## src/rtl/types.sv

```systemverilog
// Shared types for the memory access unit: the instruction descriptor that
// travels alongside each access, the FSM state encoding and the access-size
// encodings, plus the helper that folds dword accesses on a 32-bit bus.
package types;

  typedef enum logic [1:0] {
    ST_IDLE = 2'd0,
    ST_REQ  = 2'd1,
    ST_WAIT = 2'd2
  } mau_state_e;

  typedef enum logic [1:0] {
    SZ_BYTE  = 2'd0,
    SZ_HALF  = 2'd1,
    SZ_WORD  = 2'd2,
    SZ_DWORD = 2'd3
  } access_size_e;

  typedef enum logic [1:0] {
    OP_ALU    = 2'd0,
    OP_LOAD   = 2'd1,
    OP_STORE  = 2'd2,
    OP_BRANCH = 2'd3
  } op_e;

  typedef enum logic {
    STORE_REG_NONE = 1'b0,
    STORE_REG_RD   = 1'b1
  } store_reg_hazard_e;

  typedef struct packed {
    logic              is_valid;
    op_e               op;
    store_reg_hazard_e store_reg_hazard;
    logic [4:0]        rd_addr;
    logic [15:0]       pc;
  } InstructionDetails;

  // A 32-bit bus has no dword lane, so a dword request degrades to a word.
  function automatic logic [1:0] eff_size(input logic [1:0] size, input int data_w);
    if (data_w == 32 && size == SZ_DWORD) return SZ_WORD;
    return size;
  endfunction

endpackage

```

## src/rtl/mem_lane_align.sv

```systemverilog
// Byte-lane steering for the memory access unit (purely combinational).
// Generates byte enables and replicated write data for stores, and extracts
// and sign/zero-extends the addressed lane of returned load data.
// size_i must already be folded to a size the bus supports.
module mem_lane_align #(
  parameter int DATA_W = 32
) (
  input  logic [$clog2(DATA_W/8)-1:0] lane_i,
  input  logic [1:0]                  size_i,
  input  logic                        uns_i,
  input  logic [DATA_W-1:0]           wsrc_i,
  input  logic [DATA_W-1:0]           rdata_i,
  output logic [DATA_W/8-1:0]         be_o,
  output logic [DATA_W-1:0]           wdata_o,
  output logic [DATA_W-1:0]           rdata_o
);

  localparam int NB = DATA_W / 8;

  logic [NB-1:0]     be_mask;
  logic [DATA_W-1:0] shifted;
  logic [DATA_W-1:0] up;
  int                sh;

  // Byte enables: (1 << size) ones moved up to the addressed lane.
  always_comb begin
    be_mask = '0;
    for (int i = 0; i < NB; i++) begin
      if (i < (1 << size_i)) be_mask[i] = 1'b1;
    end
    be_o = be_mask << lane_i;
  end

  // Store data: replicate the low byte/half/word across the whole bus.
  always_comb begin
    wdata_o = '0;
    case (size_i)
      2'd0: for (int i = 0; i < NB; i++)     wdata_o[i*8 +: 8]   = wsrc_i[7:0];
      2'd1: for (int i = 0; i < NB / 2; i++) wdata_o[i*16 +: 16] = wsrc_i[15:0];
      2'd2: for (int i = 0; i < NB / 4; i++) wdata_o[i*32 +: 32] = wsrc_i[31:0];
      default: wdata_o = wsrc_i;
    endcase
  end

  // Load data: bring the lane down to bit 0, park it at the top, then shift
  // back arithmetically or logically to extend it.
  always_comb begin
    shifted = rdata_i >> {lane_i, 3'b000};
    sh      = DATA_W - (8 << size_i);
    up      = shifted << sh;
    if (uns_i) rdata_o = up >> sh;
    else       rdata_o = $signed(up) >>> sh;
  end

endmodule

```

## src/rtl/mem_access_unit.sv

```systemverilog
// Load/store unit between the execute stage and a req/gnt/rvalid memory bus.
// Non-memory ops pass through in one cycle; loads and stores are issued from
// IDLE, wait for grant in REQ and (loads only) for data in WAIT, with a
// timeout that retires the load as a bus error.
// Build option: MEM_ACCESS_MISALIGN_TRAP_EN -- misaligned accesses trap
// instead of being aligned down to their size.
//
// state   | meaning
// IDLE    | accepting instructions; a mem op drives its request directly
// REQ     | latched request held on the bus until granted
// WAIT    | load granted, waiting for rvalid with a timeout down-counter
module mem_access_unit
  import types::*;
#(
  parameter int DATA_W  = 32,
  parameter int ADDR_W  = 20,
  parameter int TIMEOUT = 15
) (
  input  logic                clk,
  input  logic                rst,
  input  InstructionDetails   details,
  input  logic [DATA_W-1:0]   data,
  input  logic [DATA_W-1:0]   rd,
  input  logic [1:0]          size,
  input  logic                unsigned_ld,
  output logic                mem_req,
  output logic                mem_we,
  output logic [ADDR_W-1:0]   mem_addr,
  output logic [DATA_W/8-1:0] mem_be,
  output logic [DATA_W-1:0]   mem_wdata,
  input  logic                mem_gnt,
  input  logic                mem_rvalid,
  input  logic [DATA_W-1:0]   mem_rdata,
  output logic                stall,
  output InstructionDetails   out_details,
  output logic [DATA_W-1:0]   result,
  output logic                out_valid,
  output logic                misalign,
  output logic                bus_err
);

  localparam int NB    = DATA_W / 8;
  localparam int LW    = $clog2(NB);
  localparam int CNT_W = $clog2(TIMEOUT + 1);

  mau_state_e        state_q, state_d;
  logic [ADDR_W-1:0] addr_q, addr_d;
  logic [NB-1:0]     be_q, be_d;
  logic [DATA_W-1:0] wdata_q, wdata_d;
  logic              we_q, we_d;
  logic [1:0]        size_q, size_d;
  logic              uns_q, uns_d;
  InstructionDetails det_q, det_d;
  logic [CNT_W-1:0]  cnt_q, cnt_d;
  logic [DATA_W-1:0] result_q, result_d;
  InstructionDetails out_det_q, out_det_d;
  logic              out_valid_q, out_valid_d;
  logic              bus_err_q, bus_err_d;
  logic              misalign_q, misalign_d;

  logic              is_idle, cur_mem, cur_st, trap, issue, done;
  logic [1:0]        sz_eff;
  logic [LW-1:0]     size_mask;
  logic [ADDR_W-1:0] addr_al;
  logic [DATA_W-1:0] st_src;
  logic [LW-1:0]     al_lane;
  logic [1:0]        al_size;
  logic              al_uns;
  logic [NB-1:0]     al_be;
  logic [DATA_W-1:0] al_wdata, al_rdata;

  assign is_idle   = (state_q == ST_IDLE);
  assign cur_mem   = details.is_valid && (details.op == OP_LOAD || details.op == OP_STORE);
  assign cur_st    = (details.op == OP_STORE);
  assign sz_eff    = eff_size(size, DATA_W);
  assign size_mask = LW'((1 << sz_eff) - 1);
  assign addr_al   = data[ADDR_W-1:0] & ~ADDR_W'(size_mask);
  assign st_src    = (details.store_reg_hazard == STORE_REG_RD) ? result_q : rd;

`ifdef MEM_ACCESS_MISALIGN_TRAP_EN
  assign trap = cur_mem && |(data[LW-1:0] & size_mask);
`else
  assign trap = 1'b0;
`endif

  assign issue = is_idle && cur_mem && !trap;

  // In IDLE the lane logic sees the incoming op; otherwise the latched one.
  assign al_lane = is_idle ? addr_al[LW-1:0] : addr_q[LW-1:0];
  assign al_size = is_idle ? sz_eff : size_q;
  assign al_uns  = is_idle ? unsigned_ld : uns_q;

  mem_lane_align #(.DATA_W(DATA_W)) u_lane (
    .lane_i  (al_lane),
    .size_i  (al_size),
    .uns_i   (al_uns),
    .wsrc_i  (st_src),
    .rdata_i (mem_rdata),
    .be_o    (al_be),
    .wdata_o (al_wdata),
    .rdata_o (al_rdata)
  );

  assign mem_req   = !rst && (issue || state_q == ST_REQ);
  assign mem_we    = mem_req && (is_idle ? cur_st : we_q);
  assign mem_addr  = is_idle ? addr_al : addr_q;
  assign mem_be    = is_idle ? al_be : be_q;
  assign mem_wdata = is_idle ? al_wdata : wdata_q;
  // Upstream is held while an access is outstanding, released in the cycle
  // it completes so the next instruction lines up with the return to IDLE.
  assign stall     = !rst && (issue || !is_idle) && !done;

  assign result      = result_q;
  assign out_details = out_det_q;
  assign out_valid   = out_valid_q;
  assign bus_err     = bus_err_q;
  assign misalign    = misalign_q;

  // Next-state and retirement decode.
  always_comb begin
    state_d     = state_q;
    addr_d      = addr_q;
    be_d        = be_q;
    wdata_d     = wdata_q;
    we_d        = we_q;
    size_d      = size_q;
    uns_d       = uns_q;
    det_d       = det_q;
    cnt_d       = cnt_q;
    result_d    = result_q;
    out_det_d   = out_det_q;
    out_valid_d = 1'b0;
    bus_err_d   = 1'b0;
    misalign_d  = 1'b0;
    done        = 1'b0;
    case (state_q)
      ST_IDLE: begin
        if (details.is_valid && !cur_mem) begin
          result_d    = data;
          out_det_d   = details;
          out_valid_d = 1'b1;
        end else if (trap) begin
          result_d           = data;
          out_det_d          = details;
          out_det_d.is_valid = 1'b0;
          misalign_d         = 1'b1;
          out_valid_d        = 1'b1;
        end else if (issue) begin
          addr_d  = addr_al;
          be_d    = al_be;
          wdata_d = al_wdata;
          we_d    = cur_st;
          size_d  = sz_eff;
          uns_d   = unsigned_ld;
          det_d   = details;
          if (mem_gnt && cur_st) begin
            result_d    = DATA_W'(addr_al);
            out_det_d   = details;
            out_valid_d = 1'b1;
            done        = 1'b1;
          end else if (mem_gnt && mem_rvalid) begin
            result_d    = al_rdata;
            out_det_d   = details;
            out_valid_d = 1'b1;
            done        = 1'b1;
          end else if (mem_gnt) begin
            state_d = ST_WAIT;
            cnt_d   = CNT_W'(TIMEOUT - 1);
          end else begin
            state_d = ST_REQ;
          end
        end
      end
      ST_REQ: begin
        if (mem_gnt) begin
          if (we_q || mem_rvalid) begin
            result_d    = we_q ? DATA_W'(addr_q) : al_rdata;
            out_det_d   = det_q;
            out_valid_d = 1'b1;
            done        = 1'b1;
            state_d     = ST_IDLE;
          end else begin
            state_d = ST_WAIT;
            cnt_d   = CNT_W'(TIMEOUT - 1);
          end
        end
      end
      ST_WAIT: begin
        if (mem_rvalid) begin
          result_d    = al_rdata;
          out_det_d   = det_q;
          out_valid_d = 1'b1;
          done        = 1'b1;
          state_d     = ST_IDLE;
        end else if (cnt_q == '0) begin
          result_d    = '0;
          out_det_d   = det_q;
          out_valid_d = 1'b1;
          bus_err_d   = 1'b1;
          done        = 1'b1;
          state_d     = ST_IDLE;
        end else begin
          cnt_d = cnt_q - 1'b1;
        end
      end
      default: state_d = ST_IDLE;
    endcase
  end

  // State registers with synchronous reset; reset drops any access in flight.
  always_ff @(posedge clk) begin
    if (rst) begin
      state_q     <= ST_IDLE;
      addr_q      <= '0;
      be_q        <= '0;
      wdata_q     <= '0;
      we_q        <= 1'b0;
      size_q      <= '0;
      uns_q       <= 1'b0;
      det_q       <= '0;
      cnt_q       <= '0;
      result_q    <= '0;
      out_det_q   <= '0;
      out_valid_q <= 1'b0;
      bus_err_q   <= 1'b0;
      misalign_q  <= 1'b0;
    end else begin
      state_q     <= state_d;
      addr_q      <= addr_d;
      be_q        <= be_d;
      wdata_q     <= wdata_d;
      we_q        <= we_d;
      size_q      <= size_d;
      uns_q       <= uns_d;
      det_q       <= det_d;
      cnt_q       <= cnt_d;
      result_q    <= result_d;
      out_det_q   <= out_det_d;
      out_valid_q <= out_valid_d;
      bus_err_q   <= bus_err_d;
      misalign_q  <= misalign_d;
    end
  end

endmodule

```

## config.mk

```make
export PLATFORM = sky130hd
export DESIGN_NAME = mem_access_unit
export DESIGN_NICKNAME = d
export VERILOG_FILES = /design/src/rtl/types.sv /design/src/rtl/mem_lane_align.sv /design/src/rtl/mem_access_unit.sv
export SDC_FILE = /design/constraint.sdc
export NUM_CORES = 1
export LEC_CHECK = 0
export BUFFER_PORTS_ARGS = -buffer_cell sky130_fd_sc_hd__clkbuf_2
export CAP_MARGIN = 20
export CORE_MARGIN = 3
export CORE_UTILIZATION = 50
export DETAILED_ROUTE_END_ITERATION = 8
export PLACE_DENSITY = 0.87
export SYNTH_ARGS = -nofsm -noshare
export SYNTH_HDL_FRONTEND = slang
export SYNTH_SLANG_ARGS = --single-unit
```

## constraint.sdc

```tcl
create_clock -name clk -period 7.6 [get_ports clk]
set_clock_uncertainty 0.15 [all_clocks]
set_input_delay 1.14 -clock clk [delete_from_list [all_inputs] [get_ports clk]]
set_output_delay 1.14 -clock clk [all_outputs]
set_load 0.01 [all_outputs]
```

# Yosys cells after proc, flatten, opt, wreduce, memory -nomap -nowiden
# Cells that the tools add are included.
dict set report op_classes {
  add_sub_neg 3
  order_cmp 4
  eq_ne 19
  n_shift 8
  n_mux 67
  bitwise_logic 4
  reduce_logical 26
}
# operator n
set ops {}
lappend ops {{$mux W32} 12}
lappend ops {{$mux W25} 8}
lappend ops {{$pmux W32 S3} 1}
lappend ops {{$pmux W25 S3} 1}
lappend ops {{$lt A3 B32 Y1 const A} 2}
lappend ops {{$pmux W32 S2} 1}
lappend ops {{$mux W4} 10}
lappend ops {{$lt A1 B32 Y1 const A} 1}
lappend ops {{$lt A2 B32 Y1 const A} 1}
lappend ops {{$shl A1 B2 Y32 const A} 1}
lappend ops {{$shl A32 B32 Y32} 1}
lappend ops {{$shl A4 B2 Y32 const A} 1}
lappend ops {{$shr A32 B32 Y32} 1}
lappend ops {{$shr A32 B5 Y32} 1}
lappend ops {{$sshr A32 B32 Y32} 1}
lappend ops {{$sub A7 B32 Y32 const A} 1}
lappend ops {{$mux W2} 13}
lappend ops {{$and A20 B20 Y20} 1}
lappend ops {{$mux W20} 1}
lappend ops {{$not A2 Y20} 1}
lappend ops {{$mux W1} 16}
lappend ops {{$ne A2 B2 Y1 const B} 8}
lappend ops {{$pmux W4 S3} 1}
lappend ops {{$reduce_and A6 Y1} 2}
lappend ops {{other kinds (22)} 44}
dict set report totals {
  reg_bits 150
  inputBits 128
  output_inout_bits 119
}

# Depth between registers and ports, before layout
# Gate-level depths: netlist of run 1.
dict set report logic_depth {
  ltp_word 17
  ltp_mapped 16
}

# Hierarchy
# A second synthesis of run 1 with hierarchy kept.
dict set report unflattened {
  hier_cells 1147
  area_unflattened_um2 9339.0
}
# module instances cells_per_inst area_each_um2 seq_area_each_um2
set by_module_without_submodules {}
lappend by_module_without_submodules {mem_access_unit 1 921 7818.7 3002.9}
lappend by_module_without_submodules {mem_lane_align 1 226 1520.2 0.0}

# Worst setup path after synthesis of run 1
# Ideal clock, no wire load.
dict set report synth_path {
  path_kind {input to output}
  start {input port size[1]}
  end {output port mem_wdata[10]}
  arrival_time_ns 3.276
  t_required_ns 6.310
  slack_ns 3.034
  path_stages 12
  n_path_buf 4
  cell_sequence {buf_4 nor2b_1 mux2_2 clkbuf_1 nand2_1 ha_1 clkbuf_1 or2_2 clkbuf_1 o21ai_0 a22oi_1 a21oi_1}
}
dict set report synth_between {
  elab_chain_cells 7
  word_cells_on_any_way 8
  cone_classes {2 x eq/ne; 5 x mux; 1 x reduce/logical}
}
# element line_no
set synth_rtl {}
lappend synth_rtl {{from (decl)} mem_access_unit.sv:24} ;# input logic [1:0] size,
lappend synth_rtl {{$eq A2 B2 Y1} types.sv:41} ;# if (data_w == 32 && size == SZ_DWORD) return SZ_WORD;
lappend synth_rtl {{$mux W1} types.sv:41}
lappend synth_rtl {{$mux W2 (*)} types.sv:42} ;# return size;
lappend synth_rtl {{$mux W2 (*)} mem_access_unit.sv:90} ;# assign al_size = is_idle ? sz_eff : size_q;
lappend synth_rtl {{$eq A2 B1 Y1 or $logic_not A2 Y1 (tied branches)} mem_lane_align.sv:37} ;# case (size_i)
lappend synth_rtl {{$pmux W32 S2 (*)} mem_lane_align.sv:37}
lappend synth_rtl {{$mux W32 (*)} mem_access_unit.sv:108} ;# assign mem_wdata = is_idle ? al_wdata : wdata_q;
lappend synth_rtl {{to (decl)} mem_access_unit.sv:30} ;# output logic [DATA_W-1:0] mem_wdata,
# Every way passes the cells marked *; elsewhere a longest branch is shown, timed or not.

# Final worst setup path of run 1
dict set report layout_path {
  start {register state_q[0]}
  end {output port mem_be[3]}
}
dict set report layout_between {
  elab_chain_cells 7
  word_cells_on_any_way 14
  cone_classes {4 x order compare; 2 x shift; 7 x mux; 1 x reduce/logical}
}
# element line_no
set layout_rtl {}
lappend layout_rtl {{from (decl)} mem_access_unit.sv:46} ;# mau_state_e state_q, state_d;
lappend layout_rtl {{from (signal assigned)} mem_access_unit.sv:228} ;# state_q <= state_d;
lappend layout_rtl {{$logic_not A2 Y1 (*)} mem_access_unit.sv:72} ;# assign is_idle = (state_q == ST_IDLE);
lappend layout_rtl {{$mux W2} mem_access_unit.sv:90}
lappend layout_rtl {{$shl A1 B2 Y32} mem_lane_align.sv:29} ;# if (i < (1 << size_i)) be_mask[i] = 1'b1;
lappend layout_rtl {{$lt A1 B32 Y1, or another cell as far along} mem_lane_align.sv:29}
lappend layout_rtl {{$mux W1} mem_lane_align.sv:29}
lappend layout_rtl {{$shl A4 B2 Y4} mem_lane_align.sv:31} ;# be_o = be_mask << lane_i;
lappend layout_rtl {{$mux W4 (*)} mem_access_unit.sv:107} ;# assign mem_be = is_idle ? al_be : be_q;
lappend layout_rtl {{to (decl)} mem_access_unit.sv:29} ;# output logic [DATA_W/8-1:0] mem_be,
# Marks and branches as above.

==> impl.org, run 1 <==
** Status
- The flow ran to the end, and the final reports show no timing, DRC or antenna violations.

** STA
- Maximum achievable frequency :: approximately 180 MHz
- Across all hold checks on the routed design, the worst slack comes to just over 0.3 ns.
- Final setup vio count :: 0
- For the final routed database, the setup TNS stands at 0 ns.
- In the finished design, the share of the clock period the worst path needs comes to 0.724.
- RSZ-0062 raised after global routing :: false
- After layout, the minimum clock period comes to about 5.5 ns.
- The final hold violation count came to 0.
- Number of slew-limit violations in the final report :: 0
- Tightest slew margin relative to the limit :: 0.284
- Worst slew pin tran :: roughly 1.1 ns
- Across all setup checks in the final design, the least slack found is approximately 2.1 ns.

** Setup path
- The worst setup path is of the flip-flop to output pin kind.
- Kind of capture point of the worst setup path :: output pin
- Max Fanout on Critical Path :: 60
- For this run, the slowest stage of the critical path takes 0.71 ns.
- Together, buffers and inverters on the worst path number 4.
- For the worst setup path, the data arrival time is 4.21 ns.
- Data on the critical path is required at its endpoint by between 6 and 7 ns.
- The kind of cell with the highest combined delay along the critical path is buffers and inverters.
- CP max-delay cell :: sky130_fd_sc_hd__and2_1
- The cell that appears most often on the critical path is sky130_fd_sc_hd__inv_1.
- Traced cell by cell, the critical path runs through inv_1, ha_4, buf_4, nand2b_1, and2_1, inv_1, a21oi_1, a31oi_1, a2bb2oi_1, mux2_2, clkbuf_2.
- Startpoint kind of the worst setup timing path :: flip-flop

** Placed design
- Post-placement setup slack :: ~2.6 ns
- Total placed instance area :: about 10,000 µm²
- Number of I/O port buffers :: 245
- Placed Cells incl. Taps :: ~1.5k
- DP Wirelength :: approximately 21,000 µm
- The congestion estimate from routability-driven global placement came to between 0.9 and 1.

** Logic synthesis
- Yosys mapped a number of flops with a built-in enable equal to 0.
- Post-Synthesis Net Count :: roughly 1.2k
- Share of the yosys chip area belonging to registers :: 0.340
- The Yosys step of the flow raised 0 warnings.
- In this run the cell area of the synthesized design comes to 8840 µm².
- The netlist uses about 80 different library cells.
- Synth top area cells :: sky130_fd_sc_hd__dfxtp_1 34%, sky130_fd_sc_hd__mux2_2 8.0%, sky130_fd_sc_hd__a21oi_1 7.2%
- In the synthesized netlist the dominant register cell turns out to be sky130_fd_sc_hd__dfxtp_1.
- Share of Yosys cell area claimed by the top area cell type :: 0.340
- After synthesis, the mean cell area works out to between 8 and 9 µm².
- Counting flops with an async set or reset pin after synthesis yields a share of 0.
- After synthesis the netlist holds a flip-flop and latch count of 150.
- Synthesized netlist cell count :: about 1.1k
- Cell type with the largest total area after synthesis :: sky130_fd_sc_hd__dfxtp_1

** Finish
- The top cell types in the final layout, fill and taps aside, are 244 x sky130_fd_sc_hd__clkbuf_2, 150 x sky130_fd_sc_hd__dfxtp_1, 148 x sky130_fd_sc_hd__nor2_1.
- Compared with the post-synthesis result, the final layout area differs by 20.9%.
- Net count, final :: between 1k and 1.5k
- The filler cells instantiated in the layout total approximately 1.5k.
- The finished cells cover around 11,000 µm².
- In the final layout, the share of cells above drive strength 1 is 0.297.
- The library cell used most frequently in the layout, excluding fill and tap cells, is sky130_fd_sc_hd__clkbuf_2.
- Final cell count without fillers :: between 1.5k and 2k

** Detailed routing
- In the final routed layout, each cell accounts on average for roughly 20 µm.
- The first TritonRoute pass finished after 8 iterations.
- Dividing the detail-routed via count by the number of cells gives 6.30.
- Remaining routing DRC violations :: 0
- Total number of vias :: about 9.6k
- Once detail routing completed, the nets flagged for antenna violations numbered 0.
- Summed over all layers, the routed wires come to 30,400 µm.
- Violation count after the first detailed-route iteration :: ~1.2k

** Clock tree
- TritonCTS built the clock tree.
- In this run, post-CTS hold repair placed 0 buffers.
- Clock Root Buffer :: sky130_fd_sc_hd__clkbuf_16
- Clock tree buffer depth :: 2
- CTS built an H-tree with a depth of 4.
- Clock insertion delay at the later pin of the skew report :: ~0.43 ns
- In this run the post-CTS setup repair buffer count came out at 0.
- Clock transition time at the flip-flop clock pins of the worst setup and hold paths :: 0.06 ns
- Clock tree synthesis inserted a total of 17 buffers.
- Number of clock sinks seen by CTS :: 150
- The number of gates resized after CTS was 0.

** Floorplanning
- Total Die Area :: roughly 19,000 µm²
- Die Span Y :: roughly 140 µm
- Die outline width :: between 100 and 150 µm
- The core region is between 15,000 and 20,000 µm².
- Starting density of the core :: 0.511
- The floorplan has 48 rows.
- Top-level port count :: ~250

** Pwr
- VDD IR max :: 0.172 mV
- Power per cell area :: 281 nW/µm²
- Leakage :: roughly 4.5 nW

** Global route
- Entering global routing, the biggest net connects between 80 and 90 pins.
- Total global routing overflow :: 0
- Antenna violations before repair :: 2
- The first global-routing pass estimated 46,600 µm of wire.
- The number of global-route vias before repair is 8,673.
- Across every metal layer, demand over resource in global routing totals 0.295.

** Run
- Max-cap violations in this run came to 0.

** Worst hold path
- Path type of the worst min-delay path :: flip-flop to flip-flop
## flip-flops by register name, indices dropped and copies added, names as in the netlist
| name | count |
|---|---|
| det_q | 25 |
| we_q | 1 |
| cnt_q | 4 |
| result | 32 |
| addr_q | 20 |
| wdata_q | 32 |
| be_q | 4 |
| bus_err | 1 |
| out_valid | 1 |
| size_q | 2 |
| state_q | 2 |
| uns_q | 1 |
| out_details | 25 |
## layer usage
layer / vias to the layer above / GRT usage / routed length, µm
met5: - / 0 / 13
met4: 2 / 0.112 / 1150
met3: 115 / 0.0714 / 3180
met2: 659 / 0.476 / 14100
met1: 4418 / 0.385 / 12000
li1: 4387 / - / -
## metrics by stage
step	power (mW)	utilization
finish	3.00	0.618
global route	3.13	0.618
CTS	2.99	0.618
detailed placement	2.01	0.579
global placement	1.99	0.579
floorplan	1.65	-
## final cells by class
class                      count  area (µm²)  area share
sequential                   150        3000       0.281
antenna                        1        2.50    0.000234
tap                          225         282      0.0263
clock inverter                14         248      0.0232
multi-input combinational    843        5360       0.501
inverter                      15        57.6     0.00538
timing repair buffer         256        1310       0.123
clock buffer                  17         425      0.0398
## cell usage after synthesis (5+ instances only)
master / instances
sky130_fd_sc_hd__o21ai_0: 54
sky130_fd_sc_hd__o22ai_1: 15
sky130_fd_sc_hd__mux2_2: 63
sky130_fd_sc_hd__dfxtp_1: 150
sky130_fd_sc_hd__nand3_1: 9
sky130_fd_sc_hd__buf_1: 8
sky130_fd_sc_hd__a211oi_1: 69
sky130_fd_sc_hd__nand2b_1: 5
sky130_fd_sc_hd__nor3_1: 18
sky130_fd_sc_hd__ha_1: 8
sky130_fd_sc_hd__inv_1: 11
sky130_fd_sc_hd__a221oi_1: 22
sky130_fd_sc_hd__a21oi_1: 128
sky130_fd_sc_hd__o31ai_1: 7
sky130_fd_sc_hd__and3_1: 5
sky130_fd_sc_hd__nor2_1: 149
sky130_fd_sc_hd__buf_2: 14
sky130_fd_sc_hd__mux2i_1: 51
sky130_fd_sc_hd__a22oi_1: 26
sky130_fd_sc_hd__nand2_1: 133
sky130_fd_sc_hd__clkbuf_1: 64
## power by group
part | total [mW] | internal, mW | switching [mW]
Clock | 0.975 | 0.619 | 0.355
Combinational | 1.06 | 0.403 | 0.656
Sequential | 0.969 | 0.887 | 0.0817
## final timing paths
check / start / slack [ns] / endpoint / cells past startpoint
setup reg to reg: state_q[0] / 3.04 / result[24] / 11
hold / removal: det_q[16] / 0.30 / det_q[16] / 2
setup / recovery: state_q[0] / 2.10 / mem_be[3] / 11
hold reg to reg: det_q[16] / 0.30 / det_q[16] / 2
## kinds of logic (layout without fill, tap and decap cells)
family,count (synthesis),in the layout,synth area share
xor gates and xnor gates,1,1,0.000990
AOI/OAI and AO/OA,368,368,0.277
other,1,2,0.000424
buffers and inverters,112,302,0.0574
adders and majority gates,9,9,0.0124
and+or+nand+nor,348,348,0.170
DFF,150,150,0.340
muxes,116,116,0.142
## tightest hold or removal path: cells and delay by family (launching register included)
kind / cells / cell delay [ns]
simple gates: 1 / 0.05
flops: 1 / 0.31
compound gates: 1 / 0.05
(Power assumes the default switching activity.)
==> run 2, diff against run 1 <==
- CORE_UTILIZATION: 50 -> 48
- clock period: 7.6 -> 4.4 ns (I/O delays scaled with it)
==> impl.org, run 2 (synthesis results as in run 1) <==
** Detailed routing
- The number of design-rule violations left by the first detailed-router iteration came to 1,064 (was 1,182).
- The remaining antenna violation count after routing is 0 (unchanged).
- Total number of vias :: 9,495 (was 9,581)
- Remaining routing DRC violations :: 0 (unchanged)
- First-pass iteration count of the detailed router :: 6 (was 8)
- The wire length reported by the detailed router came to 30,600 µm (was 30,400 µm).
- The per-cell routed wire length is 19.9 µm (was 20.0 µm).
- The via density per instance is 6.19 (was 6.30).

** STA
- For this run, the top clock speed supported by timing is ~240 MHz.
- The total setup violations reported at the end of the flow came to 0 (unchanged).
- For the finished layout, the period the worst path requires is 4.21 ns.
- Tcrit/Tclk final :: 0.956
- The total negative slack was 0 ns (unchanged).
- RSZ-0062 raised after global routing: false (unchanged).
- The slew of the pin with the lowest slew margin is 1.01 ns (was 1.07 ns).
- Hold slack :: 0.304 ns (was 0.303 ns)
- The relative max-transition margin came to 0.327 (was 0.284).
- Final Hold Violating Endpoints :: 0 (unchanged)
- The count of pins over their slew limit was 0 (unchanged).

** Worst hold path
- The class of the worst hold path is flip-flop to flip-flop (unchanged).
- Hold path depth :: 2 (unchanged)

** Finish
- Synth-to-layout area growth :: 21.3% (was 20.9%)
- Commonest cells after routing, fill and taps aside :: 244 x sky130_fd_sc_hd__clkbuf_2, 150 x sky130_fd_sc_hd__dfxtp_1, 147 x sky130_fd_sc_hd__nor2_1 (was 244 x sky130_fd_sc_hd__clkbuf_2, 150 x sky130_fd_sc_hd__dfxtp_1, 148 x sky130_fd_sc_hd__nor2_1)
- The leading cell type in the layout, fill and taps excluded was sky130_fd_sc_hd__clkbuf_2 (unchanged).
- The end-of-flow core utilization was 0.595 (was 0.618).
- Net count, final :: 1,428 (was 1,419)
- The layout cell share with drive strength beyond 1 came to 0.303 (was 0.297).
- The filler cell count is 1,577 (was 1,457).

** Clock tree
- The number of levels the H-tree was split into was 4 (unchanged).
- Clock tree buffer depth :: 2 (unchanged)
- The clock root buffer is sky130_fd_sc_hd__clkbuf_16 (unchanged).
- Number of clock buffers inserted by TritonCTS :: 17 (unchanged)
- The total number of clock tree sinks was 150 (unchanged).
- Clock transition time at the flip-flop clock pins of the worst setup and hold paths :: 0.07 ns (was 0.06 ns)
- CTS tree :: yes (unchanged)
- The later-pin clock latency in the skew report came to 0.43 ns (about the same).

** Floorplanning
- The I/O pin total was 247 (unchanged).
- The height of the die was 142 µm (was 139 µm).
- The initial cell density of the core came to 0.491 (was 0.511).
- Number of rows created at floorplan :: 49 (was 48)
- The horizontal extent of the die is 142 µm (was 139 µm).
- The floorplan core area is 18,000 µm² (was 17,300 µm²).
- Total Die Area :: 20,100 µm² (was 19,300 µm²)

** Setup path
- Arrival time at the worst endpoint :: 3.40 ns (was 4.21 ns)
- The classification of the worst setup path is flip-flop to output pin (unchanged).
- Depth of the worst register-to-register path :: 12 (was 11)
- Critical Path RT :: 3.59 ns (was 6.31 ns)
- The kind of end point of the critical path was an output pin (unchanged).
- Critical path's largest stage delay :: 0.49 ns (was 0.71 ns)
- Ordered cell list for the critical path: inv_1, ha_4, mux2_2, nand2_1, ha_1, or2_2, o21ai_0, a22oi_1, a21oi_1, clkbuf_2 (was inv_1, ha_4, buf_4, nand2b_1, and2_1, inv_1, a21oi_1, a31oi_1, a2bb2oi_1, mux2_2, clkbuf_2).
- Startpoint kind of the worst setup timing path :: flip-flop (unchanged)
- Max Fanout on Critical Path :: 37 (was 60)
- CP max-delay cell :: sky130_fd_sc_hd__ha_4 (was sky130_fd_sc_hd__and2_1)

** Pwr
- The cell area power density came to 468 nW/µm² (was 281 nW/µm²).
- The cell leakage power is 4.53 nW (was 4.51 nW).
- VDD IR max :: 0.334 mV (was 0.172 mV)
- The final total power is 5.02 mW (was 3.00 mW).

** Placed design
- The HPWL after detailed placement came to 22,300 µm (was 21,500 µm).
- The count of input and output buffers is 245 (unchanged).
- Final weighted congestion of routability-driven global placement :: 0.985 (was 0.989)

** Global route
- First-pass GRT wire length :: 46,700 µm (was 46,600 µm)
- Total global routing overflow :: 0 (unchanged)
- Antenna violations before repair :: 1 (was 2)
- Global routing usage summed across all routing layers :: 0.291 (was 0.295)
- Largest net degree at the start of global routing :: 118 (was 87)
- Vias in the first global route :: 8,637 (was 8,673)

** Status
- Outcome: finished, final reports clean (unchanged).

** Run
- Max capacitance violation total :: 0 (unchanged)
## run 2: where the power goes
part,switching [mW],internal [mW]
Sequential,0.140,1.53
Combinational,1.14,0.716
Clock,0.670,0.814
## run 2: routing by layer
metal  part of all wire  up-vias  global-route usage
li1                   -     4405                   -
met1               0.40     4418               0.378
met2               0.47      565               0.477
met3              0.089      107              0.0543
met4              0.042        0               0.121
met5                  0        -                   0
## run 2: cell type report
class	count	area [µm²]	share of cell area
clock inverter	15	181	0.0169
multi-input combinational	843	5370	0.500
antenna	1	2.50	0.000233
sequential	150	3000	0.280
tap	229	287	0.0267
inverter	15	57.6	0.00537
timing repair buffer	265	1400	0.131
clock buffer	17	425	0.0397
## run 2: worst max-delay path: cells and delay by family (launching register included)
kind                     cells  cell delay [ns]
AO/OA/AOI/OAI                3             0.54
adder cells (fa/ha/maj)      2             0.77
buffers and inverters        2             0.33
flip-flops                   1             0.34
multiplexers                 1             0.46
AND/OR/NAND/NOR              2             0.50
## run 2: worst paths after layout
check             startpoint             to  slack [ns]
setup / recovery  state_q[0]  mem_wdata[14]        0.19
hold / removal     det_q[17]      det_q[17]        0.30
setup reg to reg  state_q[0]     result[13]        0.61
hold reg to reg    det_q[17]      det_q[17]        0.30
## run 2: metrics by stage
step                cell area (µm²)  worst slack (ns)  std cells
global placement              10100             0.623       1502
global route                  10700            0.0124       1535
floorplan                      8840             0.710       1105
CTS                           10700            0.0525       1534
detailed placement            10100             0.535       1502
finish                        10700             0.194       1535
## run 2: repair_timing
| action | CTS | global route |
|---|---|---|
| setup endpoints to repair | 0 | 8 |
| resized for setup | 0 | 1 |
| hold buffers | 0 | 0 |
| buffers inserted | 0 | 0 |
==> run 3, diff against run 2 <==
- CORE_UTILIZATION: 48 -> 49
- CTS_BUF_LIST: default -> sky130_fd_sc_hd__clkbuf_8
- CTS_CLUSTER_SIZE: default -> 16
- PLACE_DENSITY: 0.87 -> 0.89
==> impl.org, run 3 (synthesis results as in run 1) <==
** Worst hold path
- The count of cells along the worst hold path was 3 (was 2).
- The worst hold path startpoint is details[0] (was det_q[17]).
- WHS Endpoint :: det_q[0] (was det_q[17])
- Path type of the worst min-delay path :: input pin to flip-flop (was flip-flop to flip-flop)

** Finish
- Net count, final :: 1,427 (was 1,428)
- The leading cell type in the layout, fill and taps excluded is sky130_fd_sc_hd__clkbuf_2 (unchanged).
- Commonest cells after routing, fill and taps aside: 244 x sky130_fd_sc_hd__clkbuf_2, 150 x sky130_fd_sc_hd__dfxtp_1, 148 x sky130_fd_sc_hd__nor2_1 (was 244 x sky130_fd_sc_hd__clkbuf_2, 150 x sky130_fd_sc_hd__dfxtp_1, 147 x sky130_fd_sc_hd__nor2_1).
- The layout overhead on the synthesized area is 19.0% (was 21.3%).
- Fraction of final layout cells with drive strength greater than 1 :: 0.302 (was 0.303)

** Placed design
- DP Wirelength :: 22,500 µm (was 22,300 µm)
- The count of input and output buffers is 245 (unchanged).
- Post-placement setup slack :: 0.544 ns (was 0.535 ns)
- The weighted congestion at the end of routability-driven global placement is 0.957 (was 0.985).

** Detailed routing
- The via count came to 9,454 (was 9,495).
- The number of design-rule violations left by the first detailed-router iteration was 939 (was 1,064).
- Detailed-route wire length per cell :: 20.2 µm (was 19.9 µm)
- First-pass iteration count of the detailed router :: 5 (was 6)
- The number of remaining DRC errors is 0 (unchanged).
- ANT nets after route :: 0 (unchanged)
- Wirelength, routed :: 30,900 µm (was 30,600 µm)
- Average via count per standard cell :: 6.18 (was 6.19)

** Clock tree
- Number of clock sinks seen by CTS :: 150 (unchanged)
- Clock tree buffer depth :: 2 (unchanged)
- Number of clock buffers inserted by TritonCTS :: 17 (unchanged)
- Hold bufs inserted after CTS :: 0 (unchanged)
- Maximum level of the CTS H-tree :: 4 (unchanged)
- The clock-pin slew reported for the worst setup and hold paths after clock tree synthesis came to 0.09 ns (was 0.07 ns).
- The total of cells resized after clock tree synthesis was 0 (unchanged).
- The clock tree from TritonCTS is yes (unchanged).
- Post-CTS setup repair buffer count :: 0 (unchanged)
- Clock insertion delay at the later pin of the skew report :: 0.46 ns (was 0.43 ns)
- The clock root buffer was sky130_fd_sc_hd__clkbuf_8 (was sky130_fd_sc_hd__clkbuf_16).

** STA
- The final critical-path required period came to 4.21 ns (about the same).
- RSZ-0062 raised after global routing: false (unchanged).
- The total negative slack was 0 ns (unchanged).
- The final worst-path cycle share was 0.958 (was 0.956).
- Final setup vio count :: 0 (unchanged)
- Number of slew-limit violations in the final report :: 0 (unchanged)
- Worst setup margin :: 0.186 ns (was 0.194 ns)
- The peak clock frequency supported by timing is 237 MHz (was 238 MHz).
- The final hold violation count came to 0 (unchanged).
- The slew of the pin with the lowest slew margin came to 1.05 ns (was 1.01 ns).
- Tightest slew margin relative to the limit :: 0.303 (was 0.327)

** Setup path
- Arrival time at the worst endpoint :: 3.40 ns (about the same)
- The highest fanout seen on the critical path was 20 (was 37).
- Critical Path RT :: 3.59 ns (about the same)
- FF-to-FF Start :: state_q[0] (unchanged)
- The type of origin of the critical path is a flip-flop (unchanged).
- The register-to-register setup slack is 0.70 ns (was 0.61 ns).
- Endpoint of the worst-slack reg-to-reg timing path :: cnt_q[3] (was result[13])
- Depth of the worst register-to-register path :: 10 (was 12)
- Path type of the worst setup path :: flip-flop to output pin (unchanged)
- Kind of capture point of the worst setup path :: output pin (unchanged)

** Floorplanning
- The initial cell density of the core was 0.506 (was 0.491).
- The I/O pin total is 247 (unchanged).
- Number of rows created at floorplan :: 48 (was 49)
- The die footprint was 19,700 µm² (was 20,100 µm²).
- The horizontal extent of the die is 140 µm (was 142 µm).
- Die Span Y :: 140 µm (was 142 µm)
- Core Box Area :: 17,500 µm² (was 18,000 µm²)

** Global route
- The remaining global-route overflow is 0 (unchanged).
- The number of antenna violations at the first check in global routing was 1 (unchanged).
- First-pass GRT wire length :: 48,300 µm (was 46,700 µm)
- The number of global-route vias before repair came to 8,916 (was 8,637).
- The overall routing resource usage came to 0.304 (was 0.291).
- The maximum number of pins on one net before global-route repair came to 118 (unchanged).

** Pwr
- The cell-internal power came to 2.82 mW (was 3.06 mW).
- The switching component of the power came to 1.85 mW (was 1.95 mW).
- Logic pwr share :: 0.398 (was 0.371)
- The switching part of the total power was 0.396 (was 0.389).
- Leakage :: 4.43 nW (was 4.53 nW)
- Power per cell area :: 444 nW/µm² (was 468 nW/µm²)
- Clk pwr share :: 0.245 (was 0.296)
- The portion of total power attributed to sequential cells came to 0.357 (was 0.333).
- VDD IR max :: 0.274 mV (was 0.334 mV)

** Status
- Outcome: finished, final reports clean (unchanged).

** Run
- The number of maximum-capacitance violations came to 0 (unchanged).
## run 3: how the worst max path moves through the flow
stage / end / startpoint / slack [ns]
after floorplan: mem_wdata[10] / state_q[0] / 0.71
after global placement: mem_wdata[28] / size[1] / 0.63
after detailed placement: mem_wdata[31] / size[1] / 0.54
after CTS: mem_wdata[31] / state_q[0] / 0.25
after global routing: mem_wdata[28] / state_q[0] / 0.02
final: mem_wdata[30] / state_q[0] / 0.19
## run 3: routing by layer
metal | vias up | wire (µm) | track usage
li1 | 4403 | - | -
met1 | 4375 | 12300 | 0.400
met2 | 575 | 14500 | 0.491
met3 | 101 | 2920 | 0.0601
met4 | 0 | 1270 | 0.121
met5 | - | 0 | 0
## run 3: power groups by stage
| stage | logic (mW) | clock network [mW] | registers [mW] |
|---|---|---|---|
| 2_1_floorplan | 1.16 | 0 | 1.69 |
| 3_3_place_gp | 1.79 | 0 | 1.69 |
| 3_5_place_dp | 1.82 | 0 | 1.70 |
| 4_1_cts | 1.83 | 1.15 | 1.66 |
| 5_1_grt | 2.02 | 1.21 | 1.69 |
| 6_report | 1.86 | 1.15 | 1.67 |
## run 3: layout make-up
cell class | instances | area, µm²
Fill cell | 1529 | 6950
Multi-Input combinational cell | 843 | 5360
Sequential cell | 150 | 3000
Timing Repair Buffer | 264 | 1400
Tap cell | 225 | 282
Clock buffer | 18 | 248
Clock inverter | 14 | 176
Inverter | 15 | 57.6
Antenna cell | 1 | 2.50
## run 3: stage by stage
step	hold slack, ns	instances	util	area (µm²)	power, mW
global route	0.268	1530	0.602	10500	4.92
finish	0.279	1530	0.602	10500	4.68
CTS	0.263	1529	0.602	10500	4.65
detailed placement	0.297	1497	0.578	10100	3.51
global placement	0.290	1497	0.578	10100	3.48
floorplan	0.284	1105	-	8840	2.85
## run 3: worst max-delay path, stage by stage, from the launching register on
cell and delay, ns:
sky130_fd_sc_hd__dfxtp_1 0.39, sky130_fd_sc_hd__inv_1 0.11, sky130_fd_sc_hd__ha_4 0.25, sky130_fd_sc_hd__mux2_2 0.49, sky130_fd_sc_hd__nand2_1 0.13, sky130_fd_sc_hd__ha_1 0.40
sky130_fd_sc_hd__nor2_1 0.58, sky130_fd_sc_hd__a22oi_1 0.23, sky130_fd_sc_hd__a21oi_1 0.19, sky130_fd_sc_hd__clkbuf_2 0.17
